--- src/rtl/first_nios2_system_sysid_pkg.sv ---
// Shared constants for the system ID register block: register offsets,
// CAPS word layout and CTRL command bit.
package first_nios2_system_sysid_pkg;

  // Word offsets decoded on the register bus
  typedef enum logic [3:0] {
    REG_ID         = 4'd0,
    REG_TIMESTAMP  = 4'd1,
    REG_CAPS       = 4'd2,
    REG_UPTIME_LO  = 4'd3,
    REG_UPTIME_HI  = 4'd4,
    REG_CTRL       = 4'd5,
    REG_SCRATCH0   = 4'd8
  } reg_offset_e;

  // CAPS field positions
  localparam int CAPS_NUM_SCRATCH_LSB = 0;
  localparam int CAPS_NUM_SCRATCH_W   = 3;
  localparam int CAPS_UPTIME_W_LSB    = 8;
  localparam int CAPS_UPTIME_W_W      = 8;

  // CTRL bit that zeroes the uptime counter when written as 1
  localparam int CTRL_CLEAR_BIT = 0;

  // Builds the read-only CAPS word from the elaboration parameters
  function automatic logic [31:0] caps_word(input int unsigned uptime_w,
                                            input int unsigned num_scratch);
    logic [31:0] w;
    w = '0;
    w[CAPS_UPTIME_W_LSB +: CAPS_UPTIME_W_W]       = uptime_w[CAPS_UPTIME_W_W-1:0];
    w[CAPS_NUM_SCRATCH_LSB +: CAPS_NUM_SCRATCH_W] = num_scratch[CAPS_NUM_SCRATCH_W-1:0];
    return w;
  endfunction

endpackage

--- src/rtl/first_nios2_system_sysid_uptime.sv ---
// Free-running uptime counter with a high-half snapshot register so that a
// 32-bit master can read a coherent LO/HI pair.
module first_nios2_system_sysid_uptime
  import first_nios2_system_sysid_pkg::*;
#(
  parameter int UPTIME_W = 48
) (
  input  logic        clock,
  input  logic        reset,
  input  logic        clear,
  input  logic        snap,
  output logic [31:0] lo,
  output logic [31:0] hi_snap
);

  logic [UPTIME_W-1:0]  count;
  logic [UPTIME_W-33:0] hi_reg;

  // Counter advances every cycle and wraps silently; clear wins over counting
  always_ff @(posedge clock) begin
    if (reset || clear) begin
      count <= '0;
    end else begin
      count <= count + UPTIME_W'(1);
    end
  end

  // Capture the upper bits whenever LO is read so HI reads are coherent
  always_ff @(posedge clock) begin
    if (reset) begin
      hi_reg <= '0;
    end else if (snap) begin
      hi_reg <= count[UPTIME_W-1:32];
    end
  end

  assign lo      = count[31:0];
  assign hi_snap = 32'(hi_reg);

endmodule

--- src/rtl/first_nios2_system_sysid_regs.sv ---
// System ID register block: constant ID/timestamp/CAPS words, an uptime
// counter with coherent LO/HI reads, a clear command and scratch registers.
// Reads return one cycle later with a readdatavalid pulse.
module first_nios2_system_sysid_regs
  import first_nios2_system_sysid_pkg::*;
#(
  parameter logic [31:0] ID_VALUE    = 32'h5552_BEFD,
  parameter logic [31:0] TIMESTAMP   = 32'h0000_0000,
  parameter int          NUM_SCRATCH = 2,
  parameter int          UPTIME_W    = 48
) (
  input  logic        clock,
  input  logic        reset,
  input  logic [3:0]  address,
  input  logic        read,
  input  logic        write,
  input  logic [3:0]  byteenable,
  input  logic [31:0] writedata,
  output logic [31:0] readdata,
  output logic        readdatavalid
);

  logic        rd_accept;
  logic        clear_cmd;
  logic        snap_cmd;
  logic [31:0] uptime_lo;
  logic [31:0] uptime_hi;
  logic [31:0] rd_mux;
  logic        valid_q;
  logic [31:0] scratch [NUM_SCRATCH];

  // A write always wins over a simultaneous read, which is then dropped
  assign rd_accept = read && !write;
  assign clear_cmd = write && (address == REG_CTRL) && byteenable[0]
                     && writedata[CTRL_CLEAR_BIT];
  assign snap_cmd  = rd_accept && (address == REG_UPTIME_LO);

  first_nios2_system_sysid_uptime #(
    .UPTIME_W (UPTIME_W)
  ) u_uptime (
    .clock   (clock),
    .reset   (reset),
    .clear   (clear_cmd),
    .snap    (snap_cmd),
    .lo      (uptime_lo),
    .hi_snap (uptime_hi)
  );

  // Scratch registers update per byte lane at the write edge
  always_ff @(posedge clock) begin
    if (reset) begin
      for (int i = 0; i < NUM_SCRATCH; i++) begin
        scratch[i] <= '0;
      end
    end else if (write) begin
      for (int i = 0; i < NUM_SCRATCH; i++) begin
        for (int b = 0; b < 4; b++) begin
          if ((address == 4'(int'(REG_SCRATCH0) + i)) && byteenable[b]) begin
            scratch[i][8*b +: 8] <= writedata[8*b +: 8];
          end
        end
      end
    end
  end

  // Read decode; CTRL and unmapped offsets return zero
  always_comb begin
    rd_mux = '0;
    case (address)
      REG_ID:        rd_mux = ID_VALUE;
      REG_TIMESTAMP: rd_mux = TIMESTAMP;
      REG_CAPS:      rd_mux = caps_word(UPTIME_W, NUM_SCRATCH);
      REG_UPTIME_LO: rd_mux = uptime_lo;
      REG_UPTIME_HI: rd_mux = uptime_hi;
      default: begin
        for (int i = 0; i < NUM_SCRATCH; i++) begin
          if (address == 4'(int'(REG_SCRATCH0) + i)) begin
            rd_mux = scratch[i];
          end
        end
      end
    endcase
  end

  // Read pipeline register; readdata holds between accepted reads
  always_ff @(posedge clock) begin
    if (reset) begin
      readdata <= '0;
      valid_q  <= 1'b0;
    end else begin
      valid_q <= rd_accept;
      if (rd_accept) begin
        readdata <= rd_mux;
      end
    end
  end

  // A response still in flight when reset rises is suppressed immediately
  assign readdatavalid = valid_q && !reset;

endmodule

--- config.mk ---
export PLATFORM = sky130hd
export DESIGN_NAME = first_nios2_system_sysid_regs
export DESIGN_NICKNAME = d
export VERILOG_FILES = /design/src/rtl/first_nios2_system_sysid_pkg.sv /design/src/rtl/first_nios2_system_sysid_uptime.sv /design/src/rtl/first_nios2_system_sysid_regs.sv
export SDC_FILE = /design/constraint.sdc
export NUM_CORES = 1
export LEC_CHECK = 0
export CAP_MARGIN = 5
export CORE_MARGIN = 2
export CORE_UTILIZATION = 30
export DETAILED_ROUTE_END_ITERATION = 8
export HOLD_SLACK_MARGIN = 0.12
export SLEW_MARGIN = 15
export SYNTH_ARGS = -nofsm -noshare
export SYNTH_HDL_FRONTEND = slang
export SYNTH_SLANG_ARGS = --single-unit
--- constraint.sdc ---
create_clock -name clock -period 2.2 [get_ports clock]
set_input_delay 0.33 -clock clock [delete_from_list [all_inputs] [get_ports clock]]
set_output_delay 0.33 -clock clock [all_outputs]
set_load 0.03 [all_outputs]
==> After elaboration in Yosys (flattened, before gate mapping) <==
Memory sizes are Yosys's and may differ from the RTL's.
Cells that the tools add are included.
{ "classes": {"addsub": 1, "eq_ne": 7, "n_bitwise": 8, "reduce_logical": 18, "mux": 45} }
{ "op_table": {"columns": ["op", "n"], "rows": [
  ["32-bit one-hot mux with 5 select lines", 1],
  ["32-bit two-way mux", 2],
  ["8-bit two-way mux", 8],
  ["48-bit by 1-bit adder with 48-bit output (second input constant)", 1],
  ["1-bit two-way mux", 34],
  ["1-bit logical AND", 14],
  ["4-bit by 2-bit == test with 1-bit output (second input constant)", 2],
  ["4-bit by 3-bit == test with 1-bit output (second input constant)", 2],
  ["4-bit == test (second input constant)", 2],
  ["1-bit bitwise OR", 8],
  ["4-bit by 1-bit == test with 1-bit output (second input constant)", 1],
  ["4-bit zero test", 1],
  ["1-bit zero test", 2],
  ["1-bit logical OR", 1]
]} }
{ "totals": {"input_bits": 44, "ram_bits": 64, "register_bits": 97, "n_memories": 1, "out_inout_bits": 33, "elab_cells": 84} }
{ "memory_table": {"columns": ["memory", "words", "width", "read_ports", "rd_ports_with_merged_regs", "write_ports", "line_no", "text"], "rows": [
  ["scratch", 2, 32, 2, 0, 2, "first_nios2_system_sysid_regs.sv:30", "logic [31:0] scratch [NUM_SCRATCH];"]
]} }

==> Depth between registers and ports, before layout <==
Gate-level depths: netlist (run 1).
{ "logic_depth": {"word_depth": 7, "mapped_depth": 8, "ltp_nobuf": 6} }

==> Modules after synthesis <==
Synthesis (run 1) repeated with hierarchy kept, for this count alone.
{ "unflattened": {"hier_cells": 875, "area_unflattened_um2": 8403.1} }
{ "by_module_without_submodules": {"columns": ["module", "area_per_inst_um2", "n_inst", "cells_each", "seq_area_each_um2"], "rows": [
  ["first_nios2_system_sysid_regs", 5004.8, 1, 479, 2582.5],
  ["first_nios2_system_sysid_uptime", 3398.3, 1, 396, 1281.2]
]} }

==> Worst setup path before layout (run 1) <==
OpenSTA, ideal clock, no wires.
{ "synth_timing": {"kind": "input-to-reg", "startpoint": "in address[1]", "endpoint": "mem scratch[0][0] (enable)", "t_required_ns": 1.874, "setup_time_ns": 0.326, "slack_ns": 0.185, "arrival_ns": 1.689, "cell_stages": 5, "path_buffers": 3, "cell_sequence": "buf_2 > nor4b_4 > clkbuf_1 > buf_2 > a21o_1"} }
{ "synth_rtl": {"columns": ["element", "line_no", "text"], "rows": [
  ["start, declared", "first_nios2_system_sysid_regs.sv:14", "input logic [3:0] address,"],
  ["end, declared", "first_nios2_system_sysid_regs.sv:30", null]
]} }

==> Worst setup path after layout (run 1) <==
{ "layout_timing": {"startpoint": "reg u_uptime.count[1]", "endpoint": "reg u_uptime.count[42]"} }
{ "layout_between": {"elab_chain_len": 1} }
{ "layout_lines": {"columns": ["element", "line_no", "text"], "rows": [
  ["start, declared", "first_nios2_system_sysid_uptime.sv:16", "logic [UPTIME_W-1:0] count;"],
  ["start signal, assigned", "first_nios2_system_sysid_uptime.sv:24", "count <= count + UPTIME_W'(1);"],
  ["48-bit by 1-bit adder with 48-bit output", "first_nios2_system_sysid_uptime.sv:24", null]
]} }
Every way passes these cells.
A chain may end at the register's enable or synchronous reset.

==> run summary, run 1 <==
The sum of net half-perimeters after detailed placement is about 14 mm. Measured along the y axis, the die boundary spans 160 um. The count of unresolved DRC violations after routing came out at 0. The first-pass GRT wire length came out at between 30 and 40 mm. The floorplan has 56 rows.

The number of synthesis warnings is 0. The largest registers in the layout are scratch x64, u_uptime.count x48, readdata x32. The routed layout has 5900 vias.

The class of the most critical hold timing path is primary input to flop. The cell taking the most area after synthesis is dfxtp_1. The average via count per standard cell is 5.01. The internal power summed over all cells came out at 4970 uW. The average footprint of a synthesized cell is 9.92 um2. The total congestion overflow came out at 0.

In the final design database the tool counted just under 900 nets. The count of hold-fix buffers inserted at cts is 0. The register with the most flip-flops in the final layout is scratch. The quantity of I/O buffers inserted on ports is 76. For this run, the detailed router's first-pass iteration total came to 5. The placed instance count came out at 1145. The count of final hold-check violations is 0. No sink is reached through more buffers than the 2 on the longest clock path. The final antenna-violating net count came out at 0. Before CTS, the worst setup slack after placement is -32.9 ps. The async set-reset flop share out of synthesis is 0%. In the synthesized netlist the dominant register cell turns out to be dfxtp_1. The number of setup violations in the final report is 0. For this design, the slowest cell found on the critical path is or4b_1. The endpoint required time on the critical path came out at between 2000 and 3000 ps. TritonCTS built the clock tree.

The highest ir drop seen on vdd came out at 0.550 mV. The number of gates given a new drive strength after cts came out at 0. The total power per unit cell area is 712 nW/um2. Along the worst path, the maximum fanout reaches 6. The final cell count without fillers is 1177. The total standard cell area after synthesis is 7270 um2. After clock tree synthesis, the clock-pin slew on the worst setup and hold paths is 70 ps. The number of flip-flops under the largest register name is 64.

The largest net degree at the start of global routing came out at 34. The clock network accounts for 43.7% of the total power. The count of buffering cells on the critical path with inverters included is 0. Once routing completed, OpenROAD measured the worst setup slack at 202 ps. The number of antenna violations at the first check in global routing came to 0. The last weighted congestion value of the routability-driven placer is between 0.8 and 0.9. Final hold analysis gives a worst-case slack of 469 ps. The H-tree was split into 4 levels. STA classifies the critical path startpoint as a flop.

The final critical-path share of the clock period is 90.8%. Setup repair after global routing left no endpoint under its margin. The clock skew is 11.6 ps. The cell family with the largest share of critical-path delay is simple AND/OR/NAND/NOR gates.

The final wirelength is 18.8 mm. The overall track demand over capacity in global routing came out at 14.7%. In this run, flip-flops and latches consume 48.3% of the power.

Data on the critical path arrives at its endpoint at 2360 ps. The number of max-cap violations is 0. The effective utilization at floorplan came out at 30.8%. The via count of the first global-routing pass came out at 5630.

The cell leakage power came out at 0.00329 uW. The number of antenna diodes in the final layout is 0. The critical path in this run is classified as flop to flop. The slew at the pin closest to its max-slew limit came out at 408 ps.

The number of distinct library cells after synthesis came out at a little over 60. Traced cell by cell, the critical path runs through ha_1 > and3_2 > and4_1 > nand4_4 > or4b_1 > a21oi_1. The placeable core region came out at about 24000 um2. The logic gate share of total power is 8.0%.

The clock sink total came out at 161. The floorplan step defined a die boundary enclosing 25500 um2. The maximum clock frequency is 500 MHz. The endpoint class of the critical path is a flop.

TritonCTS created 17 clock buffers. The area overhead of the layout relative to synthesis is 29.1%. The delay of the slowest cell on the worst path is 530 ps. The number of synthesized flops with an enable pin is 64. The run finished with clean final reports. From left edge to right edge, the die measures 160 um. The number of filler instances in the final layout came out at 2348.

The number of violations reported at the end of detailed-routing iteration 0 is 413. Leaving out fill and tap cells, the most frequent cell in the layout is dfxtp_1. The top-level I/O count is 77. The routed length per instance is 16.0 um. Cells with a size suffix above 1 make up around 14% of the layout. The count of state elements after synthesis came out at 161. The switching power came out at 1710 uW. The max-slew headroom at the worst pin is 72.4%. The library cell used as clock root buffer is clkbuf_16. Leaving out fill and tap cells, the most frequent cells in the layout are dfxtp_1, clkdlybuf4s50_1, nand2_1, buf_4, edfxtp_1. In the post-synthesis netlist, the biggest area contributors are dfxtp_1, edfxtp_1, and2_1, nand2_1, a21oi_1. Once layout is complete, the utilization of the core stands at approximately 40%. The net count of the mapped netlist came out at just under 800. The time the final worst path needs with I/O delays and setup is 2000 ps. In this run the post-CTS setup repair buffer count came out at 0.

The number of slew-limit violations in the final report came out at 0. In this run switching power makes up 25.6% of total power. The clock latency at the later pin of the worst-skew pair is 430 ps. The instance count of the mapped netlist came out at 733. The share of Yosys cell area claimed by the top area cell type is between 20% and 30%. Sequential elements use a little over half of the synthesized area.
==> power by group through the flow <==
stage | clock (uW) | sequential [uW] | combinational [uW]
after CTS | 2980 | 3230 | 535
final | 2920 | 3230 | 533
after detailed placement | 0 | 3300 | 533
after floorplan | 0 | 3320 | 237
after global routing | 3120 | 3240 | 577
after global placement | 0 | 3300 | 530
==> cell type report <==
type | instances | area (um2) | share of cell area (%)
Sequential cell | 161 | 3860 | 41.2
Timing Repair Buffer | 147 | 1350 | 14.4
Tap cell | 319 | 399 | 4.25
Clock inverter | 14 | 145 | 1.55
Inverter | 8 | 30.0 | 0.320
Multi-Input combinational cell | 510 | 3160 | 33.7
Clock buffer | 18 | 429 | 4.57
==> metal layers <==
metal | global-route usage, % | up-vias | part of all wire, %
li1 | - | 2912 | -
met1 | 20.1 | 2823 | 46
met2 | 23.9 | 145 | 48
met3 | 2.65 | 20 | 5.1
met4 | 4.17 | 0 | 1.3
met5 | 0 | - | 0
==> final timing paths <==
path | start | endpoint | slack [ps] | cells past startpoint
worst max-delay path | u_uptime.count[1]$_SDFF_PP0_ | u_uptime.count[42]$_SDFF_PP0_ | 200 | 6
worst min-delay path | reset | readdata[28]$_SDFFE_PP0P_ | 470 | 3
worst max register to register | u_uptime.count[1]$_SDFF_PP0_ | u_uptime.count[42]$_SDFF_PP0_ | 200 | 6
worst min register to register | u_uptime.hi_reg[1]$_SDFFE_PP0P_ | u_uptime.hi_reg[1]$_SDFFE_PP0P_ | 470 | 2
==> synth_stat cells (10+ instances only) <==
master / instances
nand4_1: 15
a221o_1: 13
buf_2: 12
edfxtp_1: 64
o21ai_0: 32
or3_1: 13
nand3b_1: 13
a22oi_1: 18
clkbuf_1: 36
o22a_1: 13
nand3_1: 21
a21oi_1: 53
nor2_1: 45
and2_1: 59
xor2_1: 18
dfxtp_1: 97
a221oi_1: 10
nand2_1: 71
==> tightest hold or removal path: stages <==
cell and delay (ps):
buf_2 170, buf_4 230, a21oi_1 120
==> logic make-up (layout without fill, tap and decap cells) <==
family | Yosys count | after routing | share of synthesized area [%]
XOR/XNOR | 27 | 27 | 3.25
flip-flops | 161 | 161 | 53.2
multiplexers | 1 | 1 | 0.155
AO/OA/AOI/OAI | 188 | 188 | 17.2
adder cells (fa/ha/maj) | 1 | 1 | 0.172
buffers and inverters | 62 | 187 | 3.51
AND/OR/NAND/NOR | 293 | 293 | 22.6
==> metrics by stage <==
stage	total power [uW]	setup TNS, ps	instance area (um2)
6_report	6680	0	9380
5_1_grt	6930	0	9380
4_1_cts	6740	0	9380
3_5_place_dp	3830	-461	8810
2_1_floorplan	3550	0	7270
3_3_place_gp	3830	0	8810
Note: power is estimated with default switching activity, not from simulation.
==> run 2, diff against run 1 <==
--- a/config.mk
+++ b/config.mk
@@ -10,6 +10,7 @@
 export CORE_UTILIZATION = 30
 export DETAILED_ROUTE_END_ITERATION = 8
 export HOLD_SLACK_MARGIN = 0.12
+export PLACE_DENSITY_LB_ADDON = 0.25
 export SLEW_MARGIN = 15
 export SYNTH_ARGS = -nofsm -noshare
 export SYNTH_HDL_FRONTEND = slang
==> run 2 against run 1 <==
  * Critical path depth is 1 lower
  * Combinational power barely moved
  * Sequential cell count is the same
  * Register-to-register slack worse by 50 ps
  * Global-route usage up 0.61 points
  * Maximum frequency shrank 2.4%
  * Worst hold slack got worse by 4.3 ps
  * Clock skew decreased by 4.1 ps
  * Wire length increased by 2.4%
  * Die area is the same
  * First-iteration DRC count decreased by 6.1%
  * Via count down 1.1%
  * Largest cell class unchanged
  * Highest routed layer unchanged
==> run summary, run 2 (same netlist as run 1, synthesis figures left out) <==
The first-pass GRT wire length is 31.0 mm (+3.1%). The final antenna-violating net count is 0 (unchanged). The final critical-path share of the clock period came to 93.0% (+2.2 points). Setup repair after global routing left no endpoint under its margin.

The switching power came out at 1680 uW (-1.5%). The quantity of I/O buffers inserted on ports came to 76 (unchanged). The number of buffers inserted by post-CTS setup repair came out at 0 (unchanged). The highest ir drop seen on vdd came out at 0.575 mV (+4.6%). The average via count per standard cell came out at 4.94 (-1.4%).

The endpoint arrival time on the critical path came to 2410 ps (+50 ps). The max-slew headroom at the worst pin is 65.7% (-6.7 points). The number of slew-limit violations in the final report came to 0 (unchanged). The last weighted congestion value of the routability-driven placer is 0.797 (-1.3%). The number of cells on the worst reg-to-reg path is 5 (-1). The worst setup path startpoint is u_uptime.count[19]$_SDFF_PP0_.

The reg-to-reg setup timing slack is 150 ps (-50 ps). The final cell count without fillers came to 1180 (+0.25%). The die boundary height came out at 160 um (unchanged). The top register by number of flip-flops is scratch. The clock transition at the registers of the reported paths is 70 ps (about the same).

The slew at the pin closest to its max-slew limit came out at 514 ps (+106 ps). The cell leakage power came out at 0.00331 uW (+0.42%). The flow ran to the end, and the final reports show no timing, DRC or antenna violations. The number of violations reported at the end of detailed-routing iteration 0 came out at 388 (-6.1%). The switching share of power came to 25.4% (-0.19 points). The net total in the final layout is 893 (+0.34%). The area growth from synthesis to layout is 29.4%.

The top-level I/O count came to 77 (unchanged). The overall track demand over capacity in global routing is 15.3% (+0.61 points). The number of buffers added by the clock tree synthesis step is 17 (unchanged).

The number of diodes is 0 (unchanged). The endpoint of the lowest-slack register-to-register path is u_uptime.count[47]$_SDFF_PP0_. The placeable core region is 23600 um2 (unchanged). The count of hold-fix buffers inserted at cts came out at 0 (unchanged). The total power per unit cell area was 705 nW/um2 (-1.0%). STA classifies the critical path endpoint as a flop. The logic gate share of total power came out at 8.0% (about the same). The capturing instance or port of the critical path is u_uptime.count[47]$_SDFF_PP0_. The number of gates given a new drive strength after cts was 0 (unchanged). The highest net fanout along the worst path is 14 (+8). The via count of the first global-routing pass came out at 5593 (-0.66%).

The first-pass detailed-route iteration total is 4 (-1). The total congestion overflow is 0 (unchanged). The startpoint identified for the worst register-to-register timing path is u_uptime.count[19]$_SDFF_PP0_. The overall via count from detail_route is 5835 (-1.1%). The placed instance count came out at 1148 (+0.26%). The routed length per instance came out at 16.3 um (+2.2%). TritonCTS built the clock tree. The sum of net half-perimeters after detailed placement is 14.2 mm (+1.4%).

The endpoint required time on the critical path was 2570 ps (about the same). The ratio of cells with drive above 1 in the final layout came out at 14.6% (+0.30 points). The worst-case clock buffer depth is 2 (unchanged). The instance area after placement came to 8840 um2 (+0.40%). The effective utilization at floorplan is 30.8% (unchanged). The final wirelength came out at 19.3 mm (+2.4%). The largest net degree at the start of global routing came out at 34 (unchanged). The power share of the sequential group is 48.7% (+0.4 points). The overall die area came out at 25500 um2 (unchanged). The library cell used most frequently in the layout, excluding fill and tap cells, is dfxtp_1. The number of antenna violations at the first check in global routing is 0 (unchanged).

The standard-cell row count was 56 (unchanged). The count of final hold-check violations came out at 0 (unchanged). The relative contribution of the clock network to total power came out at 43.3% (-0.4 points). The maximum clock frequency is 489 MHz (-2.4%). The internal power summed over all cells is 4950 uW (-0.51%). The width of the die is 160 um (unchanged). The number of max-cap violations came out at 0 (unchanged). The top cell types in the final layout, fill and taps aside, are dfxtp_1, clkdlybuf4s50_1, nand2_1, buf_4, edfxtp_1. The class of the most critical hold timing path is flop to flop.

The worst setup path is of the flop to flop kind. The number of flip-flops under the largest register name is 64 (unchanged). The time the final worst path needs with I/O delays and setup is 2050 ps (+48.5 ps). The startpoint class of the critical path is a flop. The count of unresolved DRC violations after routing came out at 0 (unchanged). The number of setup violations in the final report was 0 (unchanged). The largest registers in the layout are scratch x64, u_uptime.count x48, readdata x32. The number of filler instances in the final layout is 2386 (+1.6%). The clock sink total is 161 (unchanged). The clock skew is 7.45 ps (-4.13 ps). The final non-filler cell area is 9410 um2 (+0.25%). The H-tree depth came out at 4 (unchanged). The clock latency at the later pin of the worst-skew pair is 440 ps (about the same). The final worst hold slack is 465 ps (-4.34 ps). In this run the clock root is driven by a clkbuf_16.
-- run 2: cell types whose count changed in the layout (fill, tap and decap cells not counted), sizes merged --
cell	before	now
clkinv	1	2
clkbuf	18	17
buf	72	75
clkinvlp	0	1
inv	21	20
-- run 2: final cells by class --
| type | count | area (um2) | share of cell area [%] |
|---|---|---|---|
| Clock buffer | 17 | 425 | 4.52 |
| Clock inverter | 15 | 138 | 1.46 |
| Inverter | 8 | 30.0 | 0.319 |
| Multi-Input combinational cell | 510 | 3160 | 33.6 |
| Sequential cell | 161 | 3860 | 41.1 |
| Tap cell | 319 | 399 | 4.24 |
| Timing Repair Buffer | 150 | 1390 | 14.7 |
-- run 2: layer usage --
| layer | GRT usage [%] | share of wire [%] |
|---|---|---|
| met3 | 2.94 | 3.0 |
| met4 | 3.64 | 0.72 |
| met5 | 0 | 0 |
| met2 | 24.7 | 48 |
| met1 | 21.3 | 49 |
-- run 2: power groups by stage --
stage	registers, uW	logic [uW]	clock network [uW]
3_3_place_gp	3300	532	0
2_1_floorplan	3320	237	0
3_5_place_dp	3300	535	0
5_1_grt	3240	579	3060
4_1_cts	3230	537	2920
6_report	3230	533	2870
-- run 2: through the flow --
| step | util [%] | worst slack, ps | power (uW) | TNS [ps] |
|---|---|---|---|---|
| after floorplan | - | 185 | 3550 | 0 |
| after CTS | 39.8 | 149 | 6680 | 0 |
| after detailed placement | 37.5 | -45.9 | 3830 | -108 |
| after global placement | 37.5 | -34.8 | 3830 | -68.3 |
| after global routing | 39.8 | 2.58 | 6880 | 0 |
| final | 39.8 | 153 | 6630 | 0 |
-- run 2: worst max-delay path, stage by stage (launching register included) --
cell and delay [ps]:
dfxtp_1 440, nand4_2 200, nor3_4 320, nand4_2 370, or4_1 500, a21oi_1 150
-- run 2: worst min path at each step --
stage | depth (start not counted) | from | to
2_1_floorplan | 2 | u_uptime.hi_reg[8]$_SDFFE_PP0P_ | u_uptime.hi_reg[8]$_SDFFE_PP0P_
3_3_place_gp | 2 | u_uptime.hi_reg[6]$_SDFFE_PP0P_ | u_uptime.hi_reg[6]$_SDFFE_PP0P_
3_5_place_dp | 2 | u_uptime.hi_reg[7]$_SDFFE_PP0P_ | u_uptime.hi_reg[7]$_SDFFE_PP0P_
4_1_cts | 3 | reset | readdata[8]$_SDFFE_PP0P_
5_1_grt | 3 | reset | readdata[8]$_SDFFE_PP0P_
6_report | 2 | u_uptime.hi_reg[6]$_SDFFE_PP0P_ | u_uptime.hi_reg[6]$_SDFFE_PP0P_
==> run 3, diff against run 2 <==
--- a/config.mk
+++ b/config.mk
@@ -10,6 +10,7 @@
 export CORE_UTILIZATION = 30
 export DETAILED_ROUTE_END_ITERATION = 8
 export HOLD_SLACK_MARGIN = 0.12
+export MAX_ROUTING_LAYER = met4
 export PLACE_DENSITY_LB_ADDON = 0.25
 export SLEW_MARGIN = 15
 export SYNTH_ARGS = -nofsm -noshare
==> constraint.sdc (replaced) <==
create_clock -name clock -period 1.7 [get_ports clock]
set_input_delay 0.255 -clock clock [delete_from_list [all_inputs] [get_ports clock]]
set_output_delay 0.255 -clock clock [all_outputs]
set_load 0.03 [all_outputs]
==> run 3 against run 2 <==
  * The flow now finishes with violations (setup timing)
  * Sequential cell count did not move
  * Maximum frequency rose by 15%
  * Final cell count rose by 7.1%
  * Critical endpoint is now u_uptime.count[44]$_SDFF_PP0_
  * Clock-buffer cell count did not move
  * Clock power rose by 32%
  * Sequential share of layout area fell by 3.5 points
  * First-iteration DRC count fell by 6.4%
  * Highest routed layer unchanged
  * Worst hold slack got worse by 93 ps
==> run summary, run 3 (same netlist as run 1, synthesis figures left out) <==
The slowest stage of the critical path is the or4_1 cell. The net total in the final layout is 977 (+9.4%). The number of filler instances in the final layout is 2320 (-2.8%).

Ranked by flip-flop count, first place goes to scratch. The worst-case clock buffer depth came out at 2 (unchanged). In the layout the commonest cells are buf_4, dfxtp_1, nand2_1, edfxtp_1, and2_1. The number of antenna violations at the first check in global routing is 0 (unchanged). The sum of net half-perimeters after detailed placement came out at 14.8 mm (+4.3%). The total power per unit cell area came to 844 nW/um2 (+20%).

The effective utilization at floorplan is 30.8% (unchanged). The number of diodes is 0 (unchanged). The max-slew headroom at the worst pin came out at 69.8% (+4.1 points). The width of the die is 160 um (unchanged).

The die boundary height came to 160 um (unchanged). The number of flip-flops under the largest register name was 64 (unchanged). The cell leakage power came out at 0.00402 uW (+21%). The endpoint arrival time on the critical path came out at 2140 ps (-270 ps). The placeable core region came out at 23600 um2 (unchanged). The critical path class is flop to flop. The average via count per standard cell is 4.84 (-2.0%). The largest registers in the layout are scratch x64, u_uptime.count x48, readdata x32.

The overall die area came to 25500 um2 (unchanged). The maximum clock frequency was 561 MHz (+15%). The via count of the first global-routing pass is 6010 (+7.5%).

The H-tree depth is 4 (unchanged). The ratio of cells with drive above 1 in the final layout is 27.2% (+13 points). The cell count along the critical path came out at 6 (+1). The instance count along the most critical hold path was 3 (+1). The area overhead of the layout relative to synthesis came out at 42.2%.

The final critical-path share of the clock period came out at 105% (+12 points). The final non-filler cell area is 10300 um2 (+9.9%). The final antenna-violating net count is 0 (unchanged). The root buffer cell chosen for the clock tree is clkbuf_16.

The flow ran to the end, but the final reports show violations. The endpoint class of the critical path is a flop. The number of cells on the worst reg-to-reg path came out at 6 (+1). The number of max-cap violations was 0 (unchanged). The largest net degree at the start of global routing came to 33 (-2.9%).

Traced cell by cell, the critical path runs through ha_4 > and3_4 > and4_4 > nand4_4 > or4_1 > a21oi_1. Grouping stages by cell kind, the critical path spends the most delay in simple AND/OR/NAND/NOR gates. The fraction of the core area covered by cells at the end of the flow came out at 43.8% (+3.9 points). The clock skew came to 13.7 ps (+6.24 ps).

The total congestion overflow came out at 0 (unchanged). The overall via count from detail_route is 6124 (+5.0%). The clock latency at the later pin of the worst-skew pair was 430 ps (about the same).

The clock transition at the registers of the reported paths came out at 70 ps (about the same). The minimum setup slack in the final design is -82.0 ps (-235 ps). The final wirelength came to 20.7 mm (+7.1%). The instance area after placement came to 9390 um2 (+6.2%). The highest net fanout along the worst path was 5 (-9). The count of final hold-check violations is 0 (unchanged). The number of slew-limit violations in the final report is 0 (unchanged). The checks that failed: setup timing.

The standard-cell row count is 56 (unchanged). Setup repair after global routing could not meet its margin everywhere. The placed instance count came out at 1208 (+5.2%). The delay of the slowest cell on the worst path was 490 ps (about the same). The first-pass GRT wire length came out at 32.3 mm (+4.3%). The top-level I/O count came to 77 (unchanged).

The quantity of I/O buffers inserted on ports came out at 76 (unchanged). The number of setup violations in the final report was 10 (+10). The overall track demand over capacity in global routing came out at 16.4% (+1.1 points). The final cell count without fillers is 1264 (+7.1%).

The worst hold path belongs to the class primary input to flop. The first-pass detailed-route iteration total came out at 5 (+1). The count of hold-fix buffers inserted at cts is 0 (unchanged).

The slew at the pin closest to its max-slew limit is 447 ps (-67.2 ps). The highest ir drop seen on vdd is 0.692 mV (+20%). The clock sink total came out at 161 (unchanged). The number of buffers added by the clock tree synthesis step is 17 (unchanged). STA classifies the critical path startpoint as a flop. The setup slack at placement is -505 ps (-460 ps).

The endpoint required time on the critical path is 2060 ps (-510 ps). The last weighted congestion value of the routability-driven placer is 0.788 (-1.1%). The count of buffering cells on the critical path with inverters included came out at 0 (unchanged). The commonest non-fill, non-tap cell in the layout is buf_4. The routed length per instance is 16.3 um (about the same). The time the final worst path needs with I/O delays and setup came out at 1780 ps (-265 ps). TritonCTS built the clock tree.

The number of violations reported at the end of detailed-routing iteration 0 came out at 363 (-6.4%). The count of unresolved DRC violations after routing was 0 (unchanged).
-- run 3: cell count changes in the layout (fill, tap and decap cells not counted), moves of 4 or more --
cell,change
a21oi_1,-6
a21oi_2,+6
buf_4,+74
buf_6,+8
clkdlybuf4s50_1,-35
dfxtp_1,-13
dfxtp_2,+12
dlygate4sd2_1,+31
inv_8,+4
nand3_1,-5
o21ai_0,-7
o21ai_1,+5
-- run 3: power by group --
part	internal, uW	switching, uW
clock network	1980	1820
registers	4130	51.8
logic	367	385
total	6470	2250
-- run 3: tightest hold or removal path: cells and delay by family --
family	cells	cell delay [ps]
buf+inv	2	370
simple gates	1	120
-- run 3: layer usage --
metal / global-route usage (%) / part of all wire, % / vias to the layer above
li1: - / - / 3083
met1: 21.9 / 48 / 2907
met5: - / 0 / -
met3: 2.60 / 2.8 / 22
met4: 4.67 / 1.8 / 0
met2: 26.0 / 48 / 112
-- run 3: final cells by class --
type	count	area (um2)	area share [%]
well taps	319	399	3.86
clock inverters	15	150	1.45
clock buffers	17	425	4.12
inverters	8	30.0	0.291
repair buffers	234	2060	19.9
flip-flops and latches	161	3880	37.6
multi-input cells	510	3390	32.8
-- run 3: path summary, 6_finish.rpt --
kind	slack (ps)	startpoint	to
setup / recovery	-80	u_uptime.count[1]$_SDFF_PP0_	u_uptime.count[44]$_SDFF_PP0_
hold / removal	370	reset	readdata[8]$_SDFFE_PP0P_
setup reg to reg	-80	u_uptime.count[1]$_SDFF_PP0_	u_uptime.count[44]$_SDFF_PP0_
hold reg to reg	470	u_uptime.hi_reg[2]$_SDFFE_PP0P_	u_uptime.hi_reg[2]$_SDFFE_PP0P_
-- run 3: repair_timing --
item,CTS,global route
cloned,1,1
setup buffers,8,16
pin swaps,14,16
gates resized for setup,51,48
setup endpoints to repair,56,121
-- run 3: through the flow --
stage	hold slack, ps	TNS [ps]	total power, uW
2_1_floorplan	436	-107	4610
3_3_place_gp	450	-75050	5010
6_report	372	-442	8720
4_1_cts	353	-356	8790
5_1_grt	399	-1430	9050
3_5_place_dp	454	-76890	5010
